## src/rtl/moving_interpolator_pkg.sv

```systemverilog
// Shared types and constants for the moving interpolator.
// Feature macro LINEAR_INTERP_EN selects linear vs zero-order-hold output.
package moving_interpolator_pkg;

  localparam int SAMPLE_W          = 16;
  localparam int DELTA_W           = 17;
  localparam int CTRL_ENABLE       = 0;
  localparam int CTRL_UNDERRUN_CLR = 1;

  typedef enum logic [1:0] {
    IDLE  = 2'd0,
    PRIME = 2'd1,
    RUN   = 2'd2
  } state_t;

endpackage

```

## src/rtl/moving_interpolator_lerp_core.sv

```systemverilog
// Registered output datapath: prev + (delta*k >>> L) in RUN.
// LINEAR_INTERP_EN defined: multiplier; undefined: zero-order hold.
module interp_lerp_core
  import moving_interpolator_pkg::*;
#(
  parameter int L = 10
) (
  input  logic                       Clk,
  input  logic                       Reset,
  input  logic                       clr,
  input  state_t                     mode,
  input  logic signed [SAMPLE_W-1:0] prev,
  input  logic signed [SAMPLE_W-1:0] cur,
  input  logic signed [DELTA_W-1:0]  delta,
  input  logic        [L-1:0]        k,
  output logic signed [SAMPLE_W-1:0] out,
  output logic                       out_valid
);

  logic signed [SAMPLE_W-1:0] run_val;

`ifdef LINEAR_INTERP_EN
  localparam int PW = DELTA_W + L;

  logic signed [PW-1:0] d_ext;
  logic signed [PW-1:0] k_ext;
  logic signed [PW-1:0] prod;
  logic signed [PW-1:0] shifted;
  logic                 unused_hi;

  assign d_ext   = {{L{delta[DELTA_W-1]}}, delta};
  assign k_ext   = {{DELTA_W{1'b0}}, k};
  assign prod    = d_ext * k_ext;
  assign shifted = prod >>> L;
  // result lies between prev and cur, so low bits suffice
  assign run_val   = prev + shifted[SAMPLE_W-1:0];
  assign unused_hi = ^shifted[PW-1:SAMPLE_W];
`else
  logic unused_lerp;

  assign unused_lerp = ^{delta, k};
  assign run_val     = prev;
`endif

  always_ff @(posedge Clk or negedge Reset) begin
    if (!Reset) begin
      out       <= '0;
      out_valid <= 1'b0;
    end else if (clr) begin
      out       <= '0;
      out_valid <= 1'b0;
    end else begin
      unique case (mode)
        PRIME: begin
          out       <= cur;
          out_valid <= 1'b1;
        end
        RUN: begin
          out       <= run_val;
          out_valid <= 1'b1;
        end
        default: begin
          out       <= '0;
          out_valid <= 1'b0;
        end
      endcase
    end
  end

endmodule

```

## src/rtl/moving_interpolator.sv

```systemverilog
// Rate-expanding interpolator: one input per 2^L clocks, one output per clock.
// LINEAR_INTERP_EN defined: linear; undefined: zero-order hold.
module moving_interpolator
  import moving_interpolator_pkg::*;
#(
  parameter int G_INTERP_LENGTH_LOG = 10
) (
  input  logic                Clk,
  input  logic                Reset,
  input  logic [SAMPLE_W-1:0] InputA,
  input  logic                InValid,
  output logic                InReady,
  input  logic [15:0]         Control0,
  output logic [SAMPLE_W-1:0] OutputA,
  output logic                OutValid,
  output logic                Underrun
);

  localparam int L = G_INTERP_LENGTH_LOG;
  localparam logic [L-1:0] K_MAX = '1;

  state_t state_q, state_d;
  logic [L-1:0] k_q, k_d;
  logic signed [SAMPLE_W-1:0] prev_q, prev_d;
  logic signed [SAMPLE_W-1:0] cur_q, cur_d;
  logic signed [DELTA_W-1:0] delta_q, delta_d;
  logic under_q, under_d, under_set;
  logic enable, xfer, unused_ctrl;

  assign enable      = Control0[CTRL_ENABLE];
  assign unused_ctrl = ^Control0[15:2];

  always_comb begin
    state_d   = state_q;
    k_d       = k_q;
    prev_d    = prev_q;
    cur_d     = cur_q;
    delta_d   = delta_q;
    under_set = 1'b0;
    InReady   = Reset & enable &
                ((state_q == IDLE) | (state_q == PRIME) |
                 ((state_q == RUN) & (k_q == K_MAX)));
    xfer      = InValid & InReady;
    if (!enable) begin
      state_d = IDLE;
      k_d     = '0;
      prev_d  = '0;
      cur_d   = '0;
      delta_d = '0;
    end else begin
      unique case (state_q)
        IDLE: begin
          if (xfer) begin
            cur_d   = InputA;
            state_d = PRIME;
          end
        end
        PRIME, RUN: begin
          if (state_q == RUN)
            k_d = k_q + 1'b1;
          if (xfer) begin
            prev_d  = cur_q;
            cur_d   = InputA;
            delta_d = {InputA[SAMPLE_W-1], InputA}
                    - {cur_q[SAMPLE_W-1], cur_q};
            k_d     = '0;
            state_d = RUN;
          end else if (state_q == RUN && k_q == K_MAX) begin
            under_set = 1'b1;
            state_d   = PRIME;
          end
        end
        default: state_d = IDLE;
      endcase
    end
    under_d = under_set | (under_q & ~Control0[CTRL_UNDERRUN_CLR]);
  end

  always_ff @(posedge Clk or negedge Reset) begin
    if (!Reset) begin
      state_q <= IDLE;
      k_q     <= '0;
      prev_q  <= '0;
      cur_q   <= '0;
      delta_q <= '0;
      under_q <= 1'b0;
    end else begin
      state_q <= state_d;
      k_q     <= k_d;
      prev_q  <= prev_d;
      cur_q   <= cur_d;
      delta_q <= delta_d;
      under_q <= under_d;
    end
  end

  assign Underrun = under_q;

  interp_lerp_core #(
    .L(L)
  ) u_core (
    .Clk      (Clk),
    .Reset    (Reset),
    .clr      (~enable),
    .mode     (state_q),
    .prev     (prev_q),
    .cur      (cur_q),
    .delta    (delta_q),
    .k        (k_q),
    .out      (OutputA),
    .out_valid(OutValid)
  );

endmodule
```

## config.mk

```make
export PLATFORM = sky130hd
export DESIGN_NAME = moving_interpolator
export DESIGN_NICKNAME = d
export VERILOG_FILES = /design/src/rtl/moving_interpolator_pkg.sv /design/src/rtl/moving_interpolator_lerp_core.sv /design/src/rtl/moving_interpolator.sv
export SDC_FILE = /design/constraint.sdc
export NUM_CORES = 1
export LEC_CHECK = 0
export BUFFER_PORTS_ARGS = -buffer_cell sky130_fd_sc_hd__buf_2
export CORE_ASPECT_RATIO = 0.6
export CORE_MARGIN = 2
export CORE_UTILIZATION = 55
export CTS_CLUSTER_SIZE = 25
export DETAILED_ROUTE_END_ITERATION = 8
export GPL_TIMING_DRIVEN = 0
export PLACE_DENSITY = 0.76
export SLEW_MARGIN = 40
export SYNTH_ARGS = -nofsm -noshare
export SYNTH_HDL_FRONTEND = slang
export SYNTH_HIERARCHICAL = 1
export SYNTH_SLANG_ARGS = --single-unit
```

## constraint.sdc

```tcl
create_clock -name Clk -period 2.9 [get_ports Clk]
set_input_delay 0.58 -clock Clk [delete_from_list [all_inputs] [get_ports Clk]]
set_output_delay 0.58 -clock Clk [all_outputs]
set_load 0.02 [all_outputs]
```

* Word level (Yosys, flattened, before mapping) *
Index checks and enable logic that the tools add are counted.
Widths: inputs -> output; s select.

word-level totals
  register bits after elaboration = 62
  bits in latches = 0
  memory bits (writable) = 0
  memory bits (read-only) = 0
  input port bits = 35
  output and inout bits = 19
  word-level logic and storage cells = 57
  memories kept = 0

operators by class
  add/sub/neg operators = 1
  $mul = 0
  div/mod/pow operators = 0
  magnitude comparators = 0
  equality and inequality tests = 9
  shift operators = 0
  mux-type cells = 23
  bitwise gates (word level) = 9
  reductions and logical operators = 8

operators by type and width
  kind                   count
  $mux 16                7
  $mux 10                4
  $pmux 16 s2            1
  $add 10x1->10 const B  1
  $eq 10x10->1 const B   1
  $mux 2                 4
  $reduce_and 2->1       4
  $mux 1                 6
  $and 1x1->1            5
  $ne 2x2->1 const B     2
  $ne 4x2->1 const B     1
  $pmux 2 s2             1
  $ne 3x1->1 const B     1
  $ne 3x3->1 const B     1
  $or 1x1->1             3
  $reduce_or 3->1        1
  $eq 2x1->1 const B     1
  $eq 2x2->1 const B     1
  $logic_not 2->1        1
  $ne 2x1->1 const B     1
  $reduce_or 2->1        1
  $logic_and 1x1->1      1
  $not 1->1              1

* Logic depth before layout (Yosys ltp) *
  depth after elaboration = 9
  gate-level depth with buffers = 9
  depth with buffers taken out = 7

* By module *
The synthesis kept the hierarchy.

by module, submodules not included
  module               instances  cells an instance  area each (µm²)  sequential area each (µm²)
  moving_interpolator  1          389                3594.7           1551.5
  interp_lerp_core     1          61                 694.4            425.4

* Worst setup path after synthesis *
OpenSTA, ideal clock, no wires.

  path kind = input -> register
  start = in InputA[0]
  end = reg delta_q[14] (netlist name)
  setup time = 0.124 ns
  arrival time = 2.285 ns
  data required time = 2.776 ns
  setup slack = 0.491 ns
  cell stages on the path = 9
  path buffers = 0
  cell sequence = inv_1 ha_1 inv_1 fa_1 a211oi_1 o211ai_1 and3_1 o211a_1 a211o_1

RTL lines
  element      RTL line                   RTL
  from (decl)  moving_interpolator.sv:10  input logic [SAMPLE_W-1:0] InputA,

* Worst setup path in the final report *
  start = reg k_q[0]
  end = out InReady

on the way
  longest elaborated chain between the ends = 4

RTL lines
  element                 RTL line                   RTL
  from (decl)             moving_interpolator.sv:23  logic [L-1:0] k_q, k_d;
  from (signal assigned)  moving_interpolator.sv:89  k_q <= k_d;
  $eq 10x10->1            moving_interpolator.sv:42  ((state_q == RUN) & (k_q == K_MAX)));
  $and 1x1->1             moving_interpolator.sv:42
  $or 1x1->1              moving_interpolator.sv:41  ((state_q == IDLE) | (state_q == PRIME) |
  $and 1x1->1             moving_interpolator.sv:40  InReady = Reset & enable &
  to (decl)               moving_interpolator.sv:12  output logic InReady,

No other way between the ends.

==> results by group <==
Clock tree
  – Clock root buffer: clkbuf_8
  – CTS Buffer Depth: 2
  – Post-CTS setup buffers: 0
  – Clk slew on worst S/H paths: 0.07 ns
  – CTS tree: yes
  – CTS resizes: 0
  – Number of H-tree levels: 3
  – Inserted Clock Buffers: 9
  – Hold_buf cts: 0
  – Worst skew pair latency: 0.35 ns
  – Clk sink count: 62

Final layout
  – Ant. Diodes: 0
  – Most frequent cells in the layout: 62 x dfrtp_1, 41 x nor2_1, 41 x buf_2
  – Area Overhead vs Synth: 16.3%
  – Fill count: 397
  – Commonest non-fill, non-tap cell in the layout: dfrtp_1
  – Fraction of layout cells with a size suffix above 1: 20.2%
  – Nets: 380

Synthesis
  – Mapped Nets: 329
  – Mapped cell area: 2880 µm²
  – Syn Area/Cell: 10.1 µm²
  – Gate Count Post-Synth: 286
  – Yosys warns: 6

Global routing
  – Total grt overflow: 0
  – Initial antenna violation count: 0
  – Largest net degree at the start of global routing: 46
  – Vias in the first global route: 2034
  – GRT Total Usage: 23.7%
  – Global-route wire length before repair: 10300 µm

Critical path
  – R2R depth: 7
  – R2r setup slk: 0.40 ns
  – Worst setup SP type: flip-flop
  – Worst setup path start: k_q[0]
  – WP data required: 2.32 ns
  – CP arrival: 2.02 ns
  – Worst-path fanout max: 8
  – Worst R2R Start: k_q[0]
  – Critical path class: flip-flop to output port
  – Endpoint type of the worst setup path: output port
  – Critical R2R Capture: cur_q[14]

Placement
  – GP Congestion: 0.820
  – Post-DP HPWL: 4480 µm
  – # port buffers: 39

Route
  – DR vias: 2213
  – Final WL: 6210 µm
  – Residual DRC count: 0
  – Detailed Route Iter0 Violations: 145
  – Average routed wire per standard cell: 15.2 µm
  – Pre-antenna DRT Iters: 4
  – Post-DRT Antenna Nets: 0
  – Vias/cell: 5.42

STA
  – Tmin final: 2.60 ns
  – Final Hold Fails: 0
  – Clock Skew: 0.00797 ns
  – Worst Tran Pin Value: 0.537 ns
  – Worst hold margin: 0.119 ns
  – # setup viols final: 0
  – Fmax: 0.384 GHz
  – Tcrit/Tclk final: 89.7%
  – Relative slew margins: 64.1%
  – Post-Route Setup TNS: 0 ns
  – Slew Viols, Final: 0
  – RSZ-0062 raised after global routing: no

Die
  – Chip height: 60.0 µm
  – Die width: 97.3 µm
  – CORE AREA: 5050 µm²
  – Initial Utilization: 56.9%
  – Ports: 54
  – Die footprint: 5840 µm²
  – Row cnt: 20

Power
  – Static Leak: 1.55 nW
  – Cell Pwr Density: 602 nW/µm²
  – Power Total: 0.00201 W
  – Peak supply drop: 0.475 mV

Min path
  – HP Class: primary input to async pin

Run status
  – Status: completed

Job
  – Max Cap Viol: 0
-- power by group --
part | total, W | internal, W | switching [W]
sequential | 0.000933 | 0.000898 | 0.0000349
combinational | 0.000428 | 0.000159 | 0.000268
clock | 0.000653 | 0.000329 | 0.000324
-- stage by stage --
| step | instance area [µm²] | util, % | worst slack, ns | cells |
|---|---|---|---|---|
| floorplan | 2880 | - | 0.769 | 286 |
| global placement | 3150 | 62.4 | -0.410 | 391 |
| detailed placement | 3180 | 62.8 | 0.427 | 392 |
| CTS | 3340 | 66.1 | 0.333 | 408 |
| global route | 3340 | 66.1 | 0.143 | 408 |
| finish | 3340 | 66.1 | 0.298 | 408 |
-- layout make-up --
cell class / instances / area [µm²] / share of cell area, %
Buffer: 18 / 100 / 2.99
Clock buffer: 12 / 145 / 4.34
Clock inverter: 4 / 22.5 / 0.674
Inverter: 24 / 90.1 / 2.69
Multi-Input combinational cell: 182 / 1130 / 33.9
Sequential cell: 62 / 1550 / 46.4
Tap cell: 66 / 82.6 / 2.47
Timing Repair Buffer: 40 / 218 / 6.51
-- registers in the layout (all words and copies together), names as in the netlist --
name,cells
Underrun,1
cur_q,16
k_q,10
prev_q,16
state_q,2
u_core/out,16
u_core/out_valid,1
-- routing by layer --
metal  wire length [µm]  share of wire [%]  global-route usage (%)
met4                 50               0.81                    4.76
met1               3200                 51                    36.1
met3                464                7.5                    11.1
met5                  0                  0                       0
met2               2500                 40                    30.4
-- worst max-delay path by stage --
| stage | slack (ns) | cells after the start | endpoint |
|---|---|---|---|
| floorplan | 0.77 | 7 | cur_q[10] |
| global placement | -0.41 | 6 | cur_q[13] |
| detailed placement | 0.43 | 8 | cur_q[14] |
| CTS | 0.33 | 6 | InReady |
| global route | 0.14 | 6 | InReady |
| finish | 0.30 | 5 | InReady |
-- worst max-delay path, cell delays in order (launching register included) --
cell,delay [ns]
dfrtp_1,0.43
ha_1,0.23
nand3_2,0.18
o41ai_1,0.46
and3_1,0.21
buf_2,0.16
No activity file was read; power rests on OpenSTA's default activity.
